[config.mk]
export PLATFORM = sky130hd
export DESIGN_NAME = id_ex_reg
export DESIGN_NICKNAME = d
export VERILOG_FILES = /design/src/rtl/id_ex_reg.sv
export SDC_FILE = /design/constraint.sdc
export NUM_CORES = 1
export LEC_CHECK = 0
export BUFFER_PORTS_ARGS = -buffer_cell sky130_fd_sc_hd__clkbuf_2
export CAP_MARGIN = 20
export CORE_MARGIN = 3
export CORE_UTILIZATION = 41
export DETAILED_ROUTE_END_ITERATION = 7
export PLACE_DENSITY_LB_ADDON = 0.2
export SLEW_MARGIN = 15
export SYNTH_ARGS = -nofsm -noshare
export SYNTH_HDL_FRONTEND = slang
export SYNTH_SLANG_ARGS = --single-unit
[constraint.sdc]
create_clock -name clk -period 0.8 [get_ports clk]
set_input_delay 0.04 -clock clk [delete_from_list [all_inputs] [get_ports clk]]
set_output_delay 0.04 -clock clk [all_outputs]
set_load 0.02 [all_outputs]
[src/rtl/id_ex_reg.sv]
// Decode-to-execute pipeline register for the 16-bit five-stage CPU, with stall hold and bubble insertion.
// Optional stall/bubble performance counters are built when IDEX_PERF_EN is defined.
module id_ex_reg (
  input  logic        clk,
  input  logic        rst,
  input  logic        stall,
  input  logic        flush,
  input  logic        id_valid,
  input  logic [15:0] id_pc,
  input  logic [15:0] id_aluA,
  input  logic [15:0] id_aluB,
  input  logic [15:0] id_read2Data,
  input  logic [15:0] id_imm8_ext,
  input  logic [15:0] id_imm11_ext,
  input  logic [2:0]  id_aluOp,
  input  logic [2:0]  id_brControl,
  input  logic [1:0]  id_setControl,
  input  logic [2:0]  id_writeReg,
  input  logic [15:0] id_ctrl,
  output logic        ex_valid,
  output logic [15:0] ex_pc,
  output logic [15:0] ex_aluA,
  output logic [15:0] ex_aluB,
  output logic [15:0] ex_read2Data,
  output logic [15:0] ex_imm8_ext,
  output logic [15:0] ex_imm11_ext,
  output logic [2:0]  ex_aluOp,
  output logic [2:0]  ex_brControl,
  output logic [1:0]  ex_setControl,
  output logic [2:0]  ex_writeReg,
`ifdef IDEX_PERF_EN
  output logic [15:0] ex_ctrl,
  output logic [15:0] stall_cnt,
  output logic [15:0] bubble_cnt
`else
  output logic [15:0] ex_ctrl
`endif
);

  logic        r_valid;
  logic [15:0] r_pc;
  logic [15:0] r_aluA;
  logic [15:0] r_aluB;
  logic [15:0] r_read2Data;
  logic [15:0] r_imm8Ext;
  logic [15:0] r_imm11Ext;
  logic [2:0]  r_aluOp;
  logic [2:0]  r_brControl;
  logic [1:0]  r_setControl;
  logic [2:0]  r_writeReg;
  logic [15:0] r_ctrl;

  logic        w_loadBubble;
  logic        w_stallHold;
  logic [15:0] w_ctrlMasked;

  // Reserved control bits 15:14 are never propagated to execute.
  assign w_ctrlMasked = {2'b00, id_ctrl[13:0]};
  assign w_stallHold  = stall & ~flush;
  assign w_loadBubble = flush | (~stall & ~id_valid);

  always_ff @(posedge clk) begin
    if (rst || w_loadBubble) begin
      r_valid      <= 1'b0;
      r_pc         <= '0;
      r_aluA       <= '0;
      r_aluB       <= '0;
      r_read2Data  <= '0;
      r_imm8Ext    <= '0;
      r_imm11Ext   <= '0;
      r_aluOp      <= '0;
      r_brControl  <= '0;
      r_setControl <= '0;
      r_writeReg   <= '0;
      r_ctrl       <= '0;
    end else if (!w_stallHold) begin
      r_valid      <= 1'b1;
      r_pc         <= id_pc;
      r_aluA       <= id_aluA;
      r_aluB       <= id_aluB;
      r_read2Data  <= id_read2Data;
      r_imm8Ext    <= id_imm8_ext;
      r_imm11Ext   <= id_imm11_ext;
      r_aluOp      <= id_aluOp;
      r_brControl  <= id_brControl;
      r_setControl <= id_setControl;
      r_writeReg   <= id_writeReg;
      r_ctrl       <= w_ctrlMasked;
    end
  end

  assign ex_valid      = r_valid;
  assign ex_pc         = r_pc;
  assign ex_aluA       = r_aluA;
  assign ex_aluB       = r_aluB;
  assign ex_read2Data  = r_read2Data;
  assign ex_imm8_ext   = r_imm8Ext;
  assign ex_imm11_ext  = r_imm11Ext;
  assign ex_aluOp      = r_aluOp;
  assign ex_brControl  = r_brControl;
  assign ex_setControl = r_setControl;
  assign ex_writeReg   = r_writeReg;
  assign ex_ctrl       = r_ctrl;

`ifdef IDEX_PERF_EN
  logic [15:0] r_stallCnt;
  logic [15:0] r_bubbleCnt;

  // Both counters saturate so long runs never wrap back to small values.
  always_ff @(posedge clk) begin
    if (rst) begin
      r_stallCnt  <= '0;
      r_bubbleCnt <= '0;
    end else begin
      if (w_stallHold && (r_stallCnt != 16'hFFFF))
        r_stallCnt <= r_stallCnt + 16'd1;
      if (w_loadBubble && (r_bubbleCnt != 16'hFFFF))
        r_bubbleCnt <= r_bubbleCnt + 16'd1;
    end
  end

  assign stall_cnt  = r_stallCnt;
  assign bubble_cnt = r_bubbleCnt;
`endif

endmodule

==> flow_metrics.tcl, run 1 <==
set metrics [dict create \
    final_util 0.856 \
    synth_cell_types 14 \
    rsz0062_at_grt "yes" \
    grt_pass1_wl_um 30800 \
    max_freq_mhz 1060 \
    track_usage 0.292 \
    regArea_um2 2600 \
    use_met2 0.518 \
    crit_buf_inv 1 \
    worstSetupStartpoint "ex_pc[9]$_SDFFE_PP0N_" \
    synth_simple_gate_area_frac 0.271 \
    end_kind "output port" \
    hpwl_um 10200 \
    crit_chain "buf_8" \
    period_share 1.18 \
    hold_class "in -> reg" \
    viasPerCell 5.26 \
    synth_xor_xnor_area_share 0 \
    reg2reg_slack_ns -0.06 \
    hold-path-cell-count 4 \
    final_layout_size_suffix_gt1_frac 0.572 \
    rows 39 \
    r2r-start "ex_aluB[2]$_SDFFE_PP0N_" \
    die_w_um 117 \
    syn_to_final_growth_pct 98.4 \
    worstSetupPathType "reg -> out" \
    clk_latency_ns 0.41 \
    drtAntennaViolNets 0 \
    power_w 0.0170 \
    status "finished with violations" \
    cts_tree "done" \
    skew_ns 0 \
    htree_levels 4 \
    slew_violations 0 \
    start_util 0.431 \
    postSynthAreaPerCell_um2 9.29 \
    grt_max_degree 46 \
    cts_sinks 122 \
    wl_per_cell_um 20.2 \
    vias 5902 \
    cp.arrival_ns 0.91 \
    io_buffers 247 \
    use_met3 0.0931 \
    tns_ns -13.78 \
    reg2regPathDepth 3 \
    critPathMaxFanout 2 \
    vdd_ir_drop_max_mv 1.47 \
    io_pins 252 \
    p_leak_nw 4.02 \
    busiest_layer "met2" \
    drt_iter0_drc 484 \
    use_met1 0.301 \
    pre_cts_ws_ns -0.0582 \
    antenna_found_initial 1 \
    violations "setup timing" \
    gp_congestion 0.729 \
    post-route-drc-count 0 \
    cts-buffers-inserted 17 \
    synth_cells 546 \
    synth_top_family_by_area "simple AND/OR/NAND/NOR gates" \
    cts-root-buf "clkbuf_16" \
    grt_pass1_vias 6015 \
    hp-start "stall" \
    grt-ovfl-total 0 \
    routed_wl_um 22700 \
    die_area_um2 13700 \
    yosysSeqAreaShare 0.481 \
    timing.final.ws_setup_ns -0.147 \
    dr.pass1.iters 5 \
    cp_slowest_stage_delay_ns 0.37 \
    startpoint_type "flip-flop" \
    multi_input_area_um2 2310 \
    critPathTopFamily "flip-flops" \
    p_per_area_nw_per_um2 1690 \
    fin_crit_ns 0.947 \
    synthMuxAreaShare 0.00197 \
    worstSetupPathDepth 1 \
    die_y_um 117 \
    final_hold_viol_count 0 \
    cp_slowest_cell "dfxtp_2" \
    fin_nets 1073 \
    fill_cells 496 \
    clockBufferDepth 2 \
    ys_ff_latch 122 \
    synthAdderAreaFrac 0 \
    critical_path_required_ns 0.76 \
    synth_compound_area_frac 0.179 \
    max_cap_violations 0 \
    ys.warnings.count 0 \
    clk_pin_slew_ns 0.06 \
    syn_area_um2 5070 \
    core-area_um2 11800 \
    finalSetupViolCount 128 \
]
## cell usage in the layout, fill, tap and decap left out
cell type	count
mux2i_1	1
nand2_1	118
dlygate4sd3_1	121
bufinv_16	4
dfxtp_4	1
nand3b_1	121
clkbuf_16	17
clkbuf_1	5
nand2_2	2
a21oi_1	41
buf_4	58
conb_1	2
a21oi_2	80
diode_2	1
clkinv_2	2
buf_12	11
buf_8	122
or2_4	1
clkbuf_8	3
clkbuf_2	123
buf_6	1
nor2_1	1
nand2_4	1
dfxtp_2	121
clkinvlp_4	1
## routing by layer
layer | wire length [um] | up-vias | part of all wire
met2 | 11700 | 363 | 0.51
met3 | 1950 | 95 | 0.086
met4 | 1240 | 0 | 0.055
li1 | - | 2641 | -
met1 | 7820 | 2803 | 0.34
met5 | 0 | - | 0
## synth_stat cells
cell type / number / area, um^2
dfxtp_1: 122 / 2440
nand2_1: 121 / 454
nand3b_1: 121 / 908
a21oi_2: 80 / 701
a21oi_1: 41 / 205
buf_2: 24 / 120
clkbuf_1: 18 / 67.6
buf_6: 11 / 124
buf_4: 3 / 22.5
buf_1: 1 / 3.75
conb_1: 1 / 3.75
mux2i_1: 1 / 10.0
nor2_1: 1 / 3.75
or2_1: 1 / 6.26
## layout make-up
type,instances,area share
clock buffer,25,0.0482
multi-input combinational,368,0.230
clock inverter,7,0.0137
antenna,1,0.000249
sequential,122,0.258
tap,164,0.0204
timing repair buffer,436,0.430
## through the flow
step	instances	hold slack, ns	area (um^2)
6_report	1123	0.110	10100
2_1_floorplan	547	0.206	5080
5_1_grt	1123	0.111	10100
3_3_place_gp	924	0.294	6500
4_1_cts	1094	0.0812	9680
3_5_place_dp	924	0.299	6500
## state kept, by name (all words and copies together), names as in the netlist
name	flops
ex_imm8_ext	16
ex_setControl	2
ex_ctrl	14
ex_valid	1
ex_read2Data	16
ex_aluOp	3
ex_imm11_ext	16
ex_pc	16
ex_aluB	16
ex_brControl	3
ex_aluA	16
ex_writeReg	3
## cells by family after synthesis
| logic type | Yosys count |
|---|---|
| flops | 122 |
| compound gates | 121 |
| other cells | 1 |
| buf+inv | 57 |
| mux | 1 |
| simple gates | 244 |
## worst paths after layout
path | endpoint
min | ex_brControl[0]$_SDFFE_PP0N_
min reg2reg | ex_pc[3]$_SDFFE_PP0N_
max reg2reg | ex_aluB[2]$_SDFFE_PP0N_
max | ex_pc[9]
## where the power goes
group          switching, W  total, W  internal [W]
Clock               0.00276   0.00822       0.00546
Sequential         0.000124   0.00635       0.00623
Combinational       0.00113   0.00247       0.00134
Total               0.00402    0.0170        0.0130
## what timing repair did
| action | in CTS | in global routing |
|---|---|---|
| endpoints found under the hold margin | 121 | 0 |
| setup buffers | 17 | 28 |
| hold buffers | 121 | 0 |
| endpoints found under the setup margin | 122 | 122 |
| resized for setup | 366 | 127 |
(Power assumes the default switching activity.)
==> run 2, diff against run 1 <==
ABC_CLOCK_PERIOD_IN_PS = 800   (was default)
GPL_TIMING_DRIVEN = 0   (was default)
REMOVE_ABC_BUFFERS = 1   (was default)
==> run 2 against run 1 <==
The flow still finishes with violations (setup timing). Global-route usage is 0.32 points higher. Combinational power is essentially flat. Sequential share of layout area increased by 0.39 points. Maximum frequency up 0.83%. Largest cell class unchanged. Largest power group unchanged. Critical endpoint is now ex_read2Data[15]. Non-clock buffer count fell by 18.
==> flow_metrics.tcl, run 2 (same netlist as run 1, synthesis figures left out) <==
set metrics [dict create \
    rows 39 \
    multi_input_area_um2 2400 \
    die_w_um 117 \
    crit_buf_inv 1 \
    regArea_um2 2610 \
    p_per_area_nw_per_um2 1600 \
    syn_to_final_growth_pct 96.4 \
    cts-root-buf "clkbuf_16" \
    netSwitchingFraction 0.243 \
    p_comb_frac 0.153 \
    clk_pin_slew_ns 0.06 \
    mostFrequentLayoutCells "clkbuf_2 (123), buf_8 (122), nand3b_1 (121), dlygate4sd3_1 (121), dfxtp_2 (116)" \
    p_leak_nw 3.97 \
    track_usage 0.295 \
    fin_crit_ns 0.940 \
    crit_chain "buf_8" \
    tns_ns -13.28 \
    routed_wl_um 23300 \
    viasPerCell 5.39 \
    grt_pass1_vias 6028 \
    cts_sinks 122 \
    clockBufferDepth 2 \
    layout_commonest_cell "clkbuf_2" \
    fill_cells 524 \
    grt_max_degree 123 \
    final_hold_viol_count 0 \
    drtAntennaViolNets 0 \
    maxSlewHeadroom 0.523 \
    startpoint_type "flip-flop" \
    wl_per_cell_um 21.1 \
    fin_nets 1056 \
    max_freq_mhz 1060 \
    cp.arrival_ns 0.90 \
    antenna_found_initial 1 \
    final_util 0.847 \
    tightest_slew_ns 0.716 \
    pwr-share-seq 0.398 \
    cp_slowest_stage_delay_ns 0.36 \
    end_kind "output port" \
    dr.pass1.iters 5 \
    grt_pass1_wl_um 31000 \
    worstSetupPathType "reg -> out" \
    cts_tree "done" \
    critPathTopFamily "flip-flops" \
    critPathMaxFanout 2 \
    status "finished with violations" \
    vdd_ir_drop_max_mv 1.29 \
    htree_levels 4 \
    whs_ns 0.106 \
    final_layout_size_suffix_gt1_frac 0.578 \
    timing.final.ws_setup_ns -0.140 \
    grt-ovfl-total 0 \
    io_buffers 247 \
    cp_slowest_cell "dfxtp_4" \
    period_share 1.17 \
    die_y_um 117 \
    max_cap_violations 0 \
    hold_class "in -> reg" \
    cts-buffers-inserted 17 \
    skew_ns 0 \
    drt_iter0_drc 523 \
    p_sw_w 0.00387 \
    slew_violations 0 \
    clkPwrFrac 0.449 \
    internal-power_w 0.0121 \
    hpwl_um 8940 \
    vias 5946 \
    start_util 0.431 \
    gp_congestion 0.715 \
    violations "setup timing" \
    core-area_um2 11800 \
    clk_latency_ns 0.41 \
    finalSetupViolCount 124 \
    io_pins 252 \
    die_area_um2 13700 \
    post-route-drc-count 0 \
    critical_path_required_ns 0.76 \
    rsz0062_at_grt "yes" \
]
==> run 2: changes by cell type in the layout (fill, tap and decap cells not counted), sizes merged <==
cell / change
buf: -20
bufinv: -4
clkbuf: +5
clkinv: -1
clkinvlp: -1
or2: +1
==> run 2: final timing paths <==
path,start,endpoint,slack (ns),cells past startpoint
min,id_valid,ex_imm8_ext[5]$_SDFFE_PP0N_,0.11,3
max,ex_read2Data[15]$_SDFFE_PP0N_,ex_read2Data[15],-0.14,1
max reg2reg,ex_ctrl[12]$_SDFFE_PP0N_,ex_ctrl[12]$_SDFFE_PP0N_,-0.03,4
min reg2reg,ex_ctrl[13]$_SDFFE_PP0N_,ex_ctrl[13]$_SDFFE_PP0N_,0.46,2
==> run 2: layer usage <==
metal	share of wire	wire length, um	track usage
met5	0	0	0
met3	0.097	2260	0.0956
met4	0.049	1150	0.154
met2	0.51	11800	0.514
met1	0.35	8060	0.318
==> run 2: repair_timing <==
action	in CTS	in global routing
hold endpoints to repair	121	0
endpoints found under the setup margin	211	216
resized for setup	367	161
cloned	2	1
hold buffers	121	0
setup buffers	20	33
pin swaps	1	6
==> run 2: cell type report <==
| type | count | share of cell area |
|---|---|---|
| multi-input cells | 369 | 0.241 |
| diodes | 1 | 0.000251 |
| flip-flops and latches | 122 | 0.262 |
| clock inverters | 1 | 0.000502 |
| clock buffers | 28 | 0.0549 |
| well taps | 164 | 0.0206 |
| repair buffers | 418 | 0.421 |
==> run 2: power by group through the flow <==
stage               clock network, W  registers (W)  logic [W]
global route                 0.00747        0.00634    0.00254
CTS                          0.00715        0.00631    0.00213
global placement                   0        0.00639    0.00137
detailed placement                 0        0.00640    0.00139
floorplan                          0        0.00654   0.000480
finish                       0.00715        0.00634    0.00244
==> run 2: per-stage QoR <==
stage               setup WS [ns]  total power [W]  instances  instance area (um^2)
detailed placement         -0.543          0.00779        904                  6270
CTS                        -0.168           0.0156       1076                  9460
global route               -0.171           0.0164       1103                  9960
global placement            -3.86          0.00776        901                  6180
floorplan                   -2.69          0.00702        490                  4740
finish                     -0.140           0.0159       1103                  9960
